$ cat src/rtl/bcd_pkg.sv
// Shared types and constants for the iterative binary-to-BCD controller.
// The digit-correction helper is shared by the iteration stage.
package bcd_pkg;

  typedef enum logic [1:0] {
    IDLE  = 2'd0,
    SHIFT = 2'd1,
    DONE  = 2'd2
  } bcd_state_e;

  localparam logic [3:0] BCD_ADD3_THRESH = 4'd5;
  localparam logic [3:0] BCD_ADD3_VAL    = 4'd3;

  // Pre-shift correction so that a digit >= 5 carries properly after doubling.
  function automatic logic [3:0] bcd_add3(input logic [3:0] digit);
    if (digit >= BCD_ADD3_THRESH) begin
      bcd_add3 = digit + BCD_ADD3_VAL;
    end else begin
      bcd_add3 = digit;
    end
  endfunction

endpackage

$ cat src/rtl/bcd_iter_step.sv
// One double-dabble iteration: parallel add-3 correction of every BCD digit,
// then a left shift by one of the whole {bcd, binary} working register.
module bcd_iter_step
  import bcd_pkg::*;
#(
  parameter int DATA_W = 8,
  parameter int DIGITS = 3
) (
  input  logic [4*DIGITS+DATA_W-1:0] work,
  output logic [4*DIGITS+DATA_W-1:0] next_work
);

  localparam int W = 4 * DIGITS + DATA_W;

  logic [W-1:0] corr_s;

  // Correct each BCD digit independently; the binary part passes through.
  always_comb begin
    corr_s = work;
    for (int d = 0; d < DIGITS; d++) begin
      corr_s[DATA_W + 4*d +: 4] = bcd_add3(work[DATA_W + 4*d +: 4]);
    end
  end

  assign next_work = corr_s << 1'b1;

endmodule

$ cat src/rtl/bcd_iter_ctrl.sv
// Round-robin shared binary-to-BCD converter, one double-dabble iteration per clock.
// Optional completed-conversion counter: define BCD_ITER_CTRL_CNT_EN.
module bcd_iter_ctrl
  import bcd_pkg::*;
#(
  parameter int DATA_W = 8,
  parameter int DIGITS = 3,
  parameter int CNT_W  = 4
) (
  input  logic                  i_clk,
  input  logic                  i_rst_n,
  input  logic                  i_req0_valid,
  input  logic [DATA_W-1:0]     i_req0_data,
  output logic                  o_req0_ready,
  input  logic                  i_req1_valid,
  input  logic [DATA_W-1:0]     i_req1_data,
  output logic                  o_req1_ready,
  output logic                  o_res_valid,
  input  logic                  i_res_ready,
  output logic [4*DIGITS-1:0]   o_res_bcd,
  output logic                  o_res_id,
  output logic                  o_busy
`ifdef BCD_ITER_CTRL_CNT_EN
  ,
  output logic [15:0]           o_conv_cnt
`endif
);

  localparam int BCD_W = 4 * DIGITS;
  localparam int W     = BCD_W + DATA_W;
  localparam logic [CNT_W-1:0] CNT_ONE  = CNT_W'(1'b1);
  localparam logic [CNT_W-1:0] CNT_LAST = CNT_W'(DATA_W - 1);

  bcd_state_e         state_r;
  logic [W-1:0]       work_r;
  logic [W-1:0]       step_s;
  logic [CNT_W-1:0]   cnt_r;
  logic               ptr_r;
  logic               id_r;
  logic               res_valid_r;
  logic [BCD_W-1:0]   res_bcd_r;
  logic               busy_r;
  logic               acc_s;
  logic               gnt_id_s;
  logic [DATA_W-1:0]  data_sel_s;

  // Grant is combinational: a lone valid wins, a tie goes to the pointer.
  always_comb begin
    acc_s    = 1'b0;
    gnt_id_s = 1'b0;
    if (state_r == IDLE) begin
      acc_s = i_req0_valid | i_req1_valid;
      if (i_req0_valid && i_req1_valid) begin
        gnt_id_s = ptr_r;
      end else if (i_req1_valid) begin
        gnt_id_s = 1'b1;
      end else begin
        gnt_id_s = 1'b0;
      end
    end else begin
      acc_s    = 1'b0;
      gnt_id_s = 1'b0;
    end
    data_sel_s = gnt_id_s ? i_req1_data : i_req0_data;
  end

  assign o_req0_ready = acc_s & ~gnt_id_s;
  assign o_req1_ready = acc_s & gnt_id_s;

  bcd_iter_step #(
    .DATA_W (DATA_W),
    .DIGITS (DIGITS)
  ) u_step (
    .work      (work_r),
    .next_work (step_s)
  );

  // Control FSM, working register and registered result outputs.
  always_ff @(posedge i_clk or negedge i_rst_n) begin
    if (!i_rst_n) begin
      state_r     <= IDLE;
      work_r      <= {W{1'b0}};
      cnt_r       <= {CNT_W{1'b0}};
      ptr_r       <= 1'b0;
      id_r        <= 1'b0;
      res_valid_r <= 1'b0;
      res_bcd_r   <= {BCD_W{1'b0}};
      busy_r      <= 1'b0;
    end else begin
      case (state_r)
        IDLE: begin
          if (acc_s) begin
            work_r  <= {{BCD_W{1'b0}}, data_sel_s};
            cnt_r   <= {CNT_W{1'b0}};
            id_r    <= gnt_id_s;
            ptr_r   <= ~gnt_id_s;
            state_r <= SHIFT;
            busy_r  <= 1'b1;
          end
        end
        SHIFT: begin
          work_r <= step_s;
          cnt_r  <= cnt_r + CNT_ONE;
          if (cnt_r == CNT_LAST) begin
            state_r     <= DONE;
            res_valid_r <= 1'b1;
            res_bcd_r   <= step_s[W-1 -: BCD_W];
          end
        end
        DONE: begin
          // No accept in the handshake cycle: IDLE is entered first.
          if (i_res_ready) begin
            state_r     <= IDLE;
            res_valid_r <= 1'b0;
            busy_r      <= 1'b0;
          end
        end
        default: begin
          state_r     <= IDLE;
          res_valid_r <= 1'b0;
          busy_r      <= 1'b0;
        end
      endcase
    end
  end

  assign o_res_valid = res_valid_r;
  assign o_res_bcd   = res_bcd_r;
  assign o_res_id    = id_r;
  assign o_busy      = busy_r;

`ifdef BCD_ITER_CTRL_CNT_EN
  logic [15:0] conv_cnt_r;

  // Saturating count of result handshakes.
  always_ff @(posedge i_clk or negedge i_rst_n) begin
    if (!i_rst_n) begin
      conv_cnt_r <= 16'd0;
    end else if (res_valid_r && i_res_ready && (conv_cnt_r != 16'hFFFF)) begin
      conv_cnt_r <= conv_cnt_r + 16'd1;
    end
  end

  assign o_conv_cnt = conv_cnt_r;
`endif

endmodule

$ cat config.mk
export PLATFORM = sky130hd
export DESIGN_NAME = bcd_iter_ctrl
export DESIGN_NICKNAME = d
export VERILOG_FILES = /design/src/rtl/bcd_pkg.sv /design/src/rtl/bcd_iter_step.sv /design/src/rtl/bcd_iter_ctrl.sv
export SDC_FILE = /design/constraint.sdc
export NUM_CORES = 1
export LEC_CHECK = 0
export BUFFER_PORTS_ARGS = -buffer_cell sky130_fd_sc_hd__buf_2
export CORE_MARGIN = 3
export CORE_UTILIZATION = 28
export CTS_BUF_LIST = sky130_fd_sc_hd__clkbuf_8
export CTS_CLUSTER_DIAMETER = 50
export DETAILED_ROUTE_END_ITERATION = 7
export GPL_ROUTABILITY_DRIVEN = 0
export MAX_ROUTING_LAYER = met4
export PLACE_DENSITY_LB_ADDON = 0.15
export RECOVER_POWER = 25
export REMOVE_ABC_BUFFERS = 1
export SYNTH_ARGS = -nofsm -noshare
export SYNTH_HDL_FRONTEND = slang
export SYNTH_SLANG_ARGS = --single-unit
$ cat constraint.sdc
create_clock -name i_clk -period 2.2 [get_ports i_clk]
set_clock_uncertainty 0.1 [all_clocks]
set_input_delay 0.44 -clock i_clk [delete_from_list [all_inputs] [get_ports i_clk]]
set_output_delay 0.44 -clock i_clk [all_outputs]
set_load 0.05 [all_outputs]
==> After elaboration in Yosys (flattened, before gate mapping) <==
Cells that the tools add are included.
{ "classes": {"mux": 21, "bitwise": 6, "n_eq_ne": 6, "order_cmp": 3, "addsub": 4, "n_reduce_logical": 9} }
{ "ops": {"columns": ["op", "count"], "rows": [
  ["case mux 20 bit (2 select lines)", 1],
  ["two-way mux 20 bit", 1],
  ["greater-or-equal comparator 4 x 3 -> 1 bit (second input constant)", 3],
  ["two-way mux 4 bit", 3],
  ["AND reduction 3 bit", 3],
  ["adder 4 x 2 -> 4 bit (second input constant)", 2],
  ["two-way mux 8 bit", 1],
  ["case mux 4 bit (2 select lines)", 1],
  ["two-way mux 1 bit", 7],
  ["two-way mux 2 bit", 3],
  ["!= test 2 bit (second input constant)", 3],
  ["case mux 1 bit (3 select lines)", 2],
  ["case mux 2 bit (3 select lines)", 1],
  ["AND reduction 2 bit", 3],
  ["adder 4 x 1 -> 4 bit (second input constant)", 1],
  ["== test 4 x 3 -> 1 bit (second input constant)", 1],
  ["adder 3 x 2 -> 3 bit (second input constant)", 1],
  ["two-way mux 3 bit", 1],
  ["NOT 1 bit", 3],
  ["bitwise AND 1 bit", 2],
  ["== test 2 x 1 -> 1 bit (second input constant)", 1],
  ["== test 2 bit (second input constant)", 1],
  ["logical NOT 2 bit", 1],
  ["nonzero test 2 bit", 1],
  ["other kinds (2)", 2]
]} }
{ "totals": {"ff_bits": 42, "elab_cells": 57, "in_bits": 21, "out_inout_bits": 17} }

==> Depth between registers and ports, before layout <==
{ "logic_depth": {"ltp_word": 6, "mapped_depth": 6, "depth_no_buf": 6} }

==> By module <==
A second synthesis with hierarchy kept.
{ "unflattened": {"cells_unflattened": 218, "hier_area_um2": 2184.6} }
{ "modules_own_cells": {"columns": ["module", "seq_area_each_um2", "area_each_um2", "cells_per_inst", "n_inst"], "rows": [
  ["bcd_iter_ctrl", 1051.0, 1829.3, 164, 1],
  ["bcd_iter_step", 0.0, 355.3, 54, 1]
]} }

==> Least setup slack after synthesis <==
Ideal clock, no wire load.
{ "synth_path": {"kind": "flip-flop to output port", "startpoint": "reg state_r[0]", "endpoint": "out o_req1_ready", "t_arrival_ns": 1.043, "stages_incl_launch_ff": 4, "t_required_ns": 1.660, "n_path_buf": 1, "setup_slack_ns": 0.617, "cell_sequence": "dfrtp_1 > nor2_1 > and3_1 > buf_2"} }
{ "synth_via": {"elab_chain_len": 3, "elab_cells_between_ends": 4, "classes_between": "2 x mux; 1 x bitwise; 1 x reduce/logical"} }
{ "synth_lines": {"columns": ["element", "line_no", "source"], "rows": [
  ["start, declared", "bcd_iter_ctrl.sv:34", "bcd_state_e state_r;"],
  ["start signal, assigned", "bcd_iter_ctrl.sv:81", "state_r <= IDLE;"],
  ["start signal, assigned", "bcd_iter_ctrl.sv:97", "state_r <= SHIFT;"],
  ["start signal, assigned", "bcd_iter_ctrl.sv:105", "state_r <= DONE;"],
  ["logical NOT 2 bit (*)", "bcd_iter_ctrl.sv:51", "if (state_r == IDLE) begin"],
  ["two-way mux 1 bit", "bcd_iter_ctrl.sv:51", null],
  ["bitwise AND 1 bit (*)", "bcd_iter_ctrl.sv:68", "assign o_req1_ready = acc_s & gnt_id_s;"],
  ["end, declared", "bcd_iter_ctrl.sv:17", "output logic o_req1_ready,"]
]} }
Mark *: on every way between the ends. The rest lies on a longest branch, timed or not.

==> Worst setup path after layout <==
Same ends and word-level chain as after synthesis.

==> impl_results.md <==
- Status: completed
- Initial Utilization: 0.291
- Post-CTS setup repair buffer count: 0
- Max Root-Sink Buffers: 2
- Initial antenna violation count: 0
- Clk sink count: 42
- Remaining Overflow, GRT: 0
- Largest fanout on the critical path: 6
- Post-CTS resize count: 0
- Chip height: 90.3 um
- Worst path required time: 1660 ps
- Lkg Pwr: 0.00117 uW
- Yosys Warn Count: 0
- Worst setup SP type: flip-flop
- Sequential share of the synthesized area: 0.529
- IO Port Bufs: 37
- Clock insertion delay at the later pin of the skew report: 280 ps
- Full die area: 8150 um^2
- Final Cycle Share: 0.896
- Final core occ: 0.348
- Least-Margin Pin Slew: 1040 ps
- Hold_ws: 280 ps
- Detail Placement HPWL: 2820 um
- Most frequent cells in the layout: dfrtp_1 (42), buf_2 (37), nand2_1 (20), a22oi_1 (14), o21ai_0 (12)
- TritonCTS Buffers: 5
- Routed vias/inst: 4.53
- Power Total: 3650 uW
- Clock power share: 0.124
- Die X: 90.3 um
- Hold crit path type: primary input to flip-flop
- Boundary pin count: 38
- Post-synth EDFFs: 0
- Distinct cells, synth: 30
- P_sw: 1660 uW
- Hold buffer count at CTS: 0
- Ratio of cells with drive above 1 in the final layout: 0.270
- Setup CP Type: flip-flop to output port
- GR Util All Layers: 0.112
- Total Wirelength: 4110 um
- Clock H-tree levels: 2
- Fmax achieved: 0.507 GHz
- DRC errors left: 0
- DRT Pass-1 Iters: 4
- Commonest non-fill, non-tap cell in the layout: dfrtp_1
- Pwr dens: 1540 nW/um^2
- First-pass GRT wire length: 7260 um
- Share of flip-flops with an asynchronous set or reset: 1.00
- Unrepaired setup endpoints after global routing: false
- Worst VDD drop: 0.520 mV
- Total core area: 6830 um^2
- Final Hold Viols: 0
- CTS root buf: clkbuf_8
- Syn Inst Count: 187
- Synth Register Bits: 42
- Max-slew violation count: 0
- Rows: 30
- Number of fill cells: 729
- Top_reg_cell synth: dfrtp_1
- Max Cap Violations: 0
- Largest net degree at the start of global routing: 43
- Number of DRC markers in iteration 0: 89
- Net Sw Frac: 0.455
- Clock-pin transition on the worst setup and hold timing paths: 70 ps
- Final Setup Violations: 0
- Comb pwr share: 0.500
- Period minus WS final: 1970 ps
- Worst path arrival time: 1430 ps
- Internal power: 1990 uW
- Worst setup EP type: output port
- Vias in the first global route: 1512
- Synth-to-Final Area Change: 19.5%
- Post-synthesis cell area: 1990 um^2
- Antenna cells: 0
- WL per Instance: 12.6 um
- Cells after DPL: 319
- Seq pwr share: 0.376
- Final non-filler cell total: 326
- Final net count: 258
- Syn Area/Cell: 10.6 um^2
- Fin Setup TNS: 0 ps
- Slew HR: 0.304
- Via count: 1478
- TritonCTS clock tree: built
- Antenna Nets Post-Route: 0
## cells by family after synthesis
kind of cell | share of synthesized area
compound gates | 0.174
xor+xnor | 0.0132
fa+ha+maj | 0.0441
buf+inv | 0.0352
flops | 0.529
mux | 0.0598
simple gates | 0.145
## per-stage QoR
step,worst slack (ps),instance area (um^2)
after floorplan,441,1940
after global routing,122,2380
after CTS,201,2390
final,228,2380
after detailed placement,500,2310
after global placement,534,2310
## cell type report
cell class,count,area [um^2],area share
Sequential cell,42,1050,0.442
Clock inverter,2,7.51,0.00316
Timing Repair Buffer,44,235,0.0990
Inverter,7,26.3,0.0111
Tap cell,96,120,0.0506
Multi-Input combinational cell,130,867,0.365
Clock buffer,5,68.8,0.0290
## power by group through the flow
stage               Clock [uW]  Sequential (uW)  Combinational (uW)
finish                     453             1380                1830
global route               517             1430                2030
CTS                        483             1380                1870
detailed placement           0             1390                1870
global placement             0             1390                1840
floorplan                    0             1810                 964
## sequential cells by signal, indices dropped and copies added, names as in the netlist
signal       count
work_r          20
o_res_bcd       12
cnt_r            4
state_r          2
o_busy           1
o_res_id         1
o_res_valid      1
ptr_r            1
## path summary, 6_finish.rpt
path                                   startpoint                        to  slack, ps  cells after the start
min                                i_req0_data[3]     work_r[3]$_DFFE_PN0P_        280                      3
min reg2reg                  o_res_id$_DFFE_PN0P_      o_res_id$_DFFE_PN0P_        400                      1
max reg2reg                 work_r[9]$_DFFE_PN0P_  o_res_bcd[2]$_DFFE_PN0P_        500                      6
min in group asynchronous                 i_rst_n  o_res_bcd[7]$_DFFE_PN0P_        320                      2
max                        state_r[0]$_DFFE_PN0P_              o_req1_ready        230                      3
max in group asynchronous                 i_rst_n     work_r[8]$_DFFE_PN0P_       1040                      2
## metal layers
metal  GRT usage  wire (um)  share of wire  up-vias
li1            -          -              -      745
met1       0.142       2020           0.49      690
met2       0.176       1860           0.45       40
met3      0.0275        204          0.050        3
met4      0.0383         22         0.0054        0
met5           -          0              0        -
## critical path, stage by stage (launching register included)
cell,delay [ps]
dfrtp_1,460
nor2_1,190
and3_1,210
buf_2,280
## Yosys cell counts (3+ instances only)
master | number | area (um^2)
dfrtp_1 | 42 | 1050
nand2_1 | 20 | 75.1
a22oi_1 | 14 | 105
o21ai_0 | 12 | 60.1
a21oi_1 | 11 | 55.1
nor2_1 | 9 | 33.8
ha_1 | 7 | 87.6
inv_1 | 7 | 26.3
mux2_2 | 7 | 78.8
nand3_1 | 7 | 35.0
a22o_1 | 6 | 52.6
buf_2 | 5 | 25.0
nor3b_1 | 5 | 37.5
mux2i_1 | 4 | 40.0
nand2b_1 | 4 | 25.0
nor3_1 | 4 | 20.0
a21o_1 | 3 | 22.5
a21oi_2 | 3 | 26.3
xnor2_1 | 3 | 26.3
(Power assumes the default switching activity.)
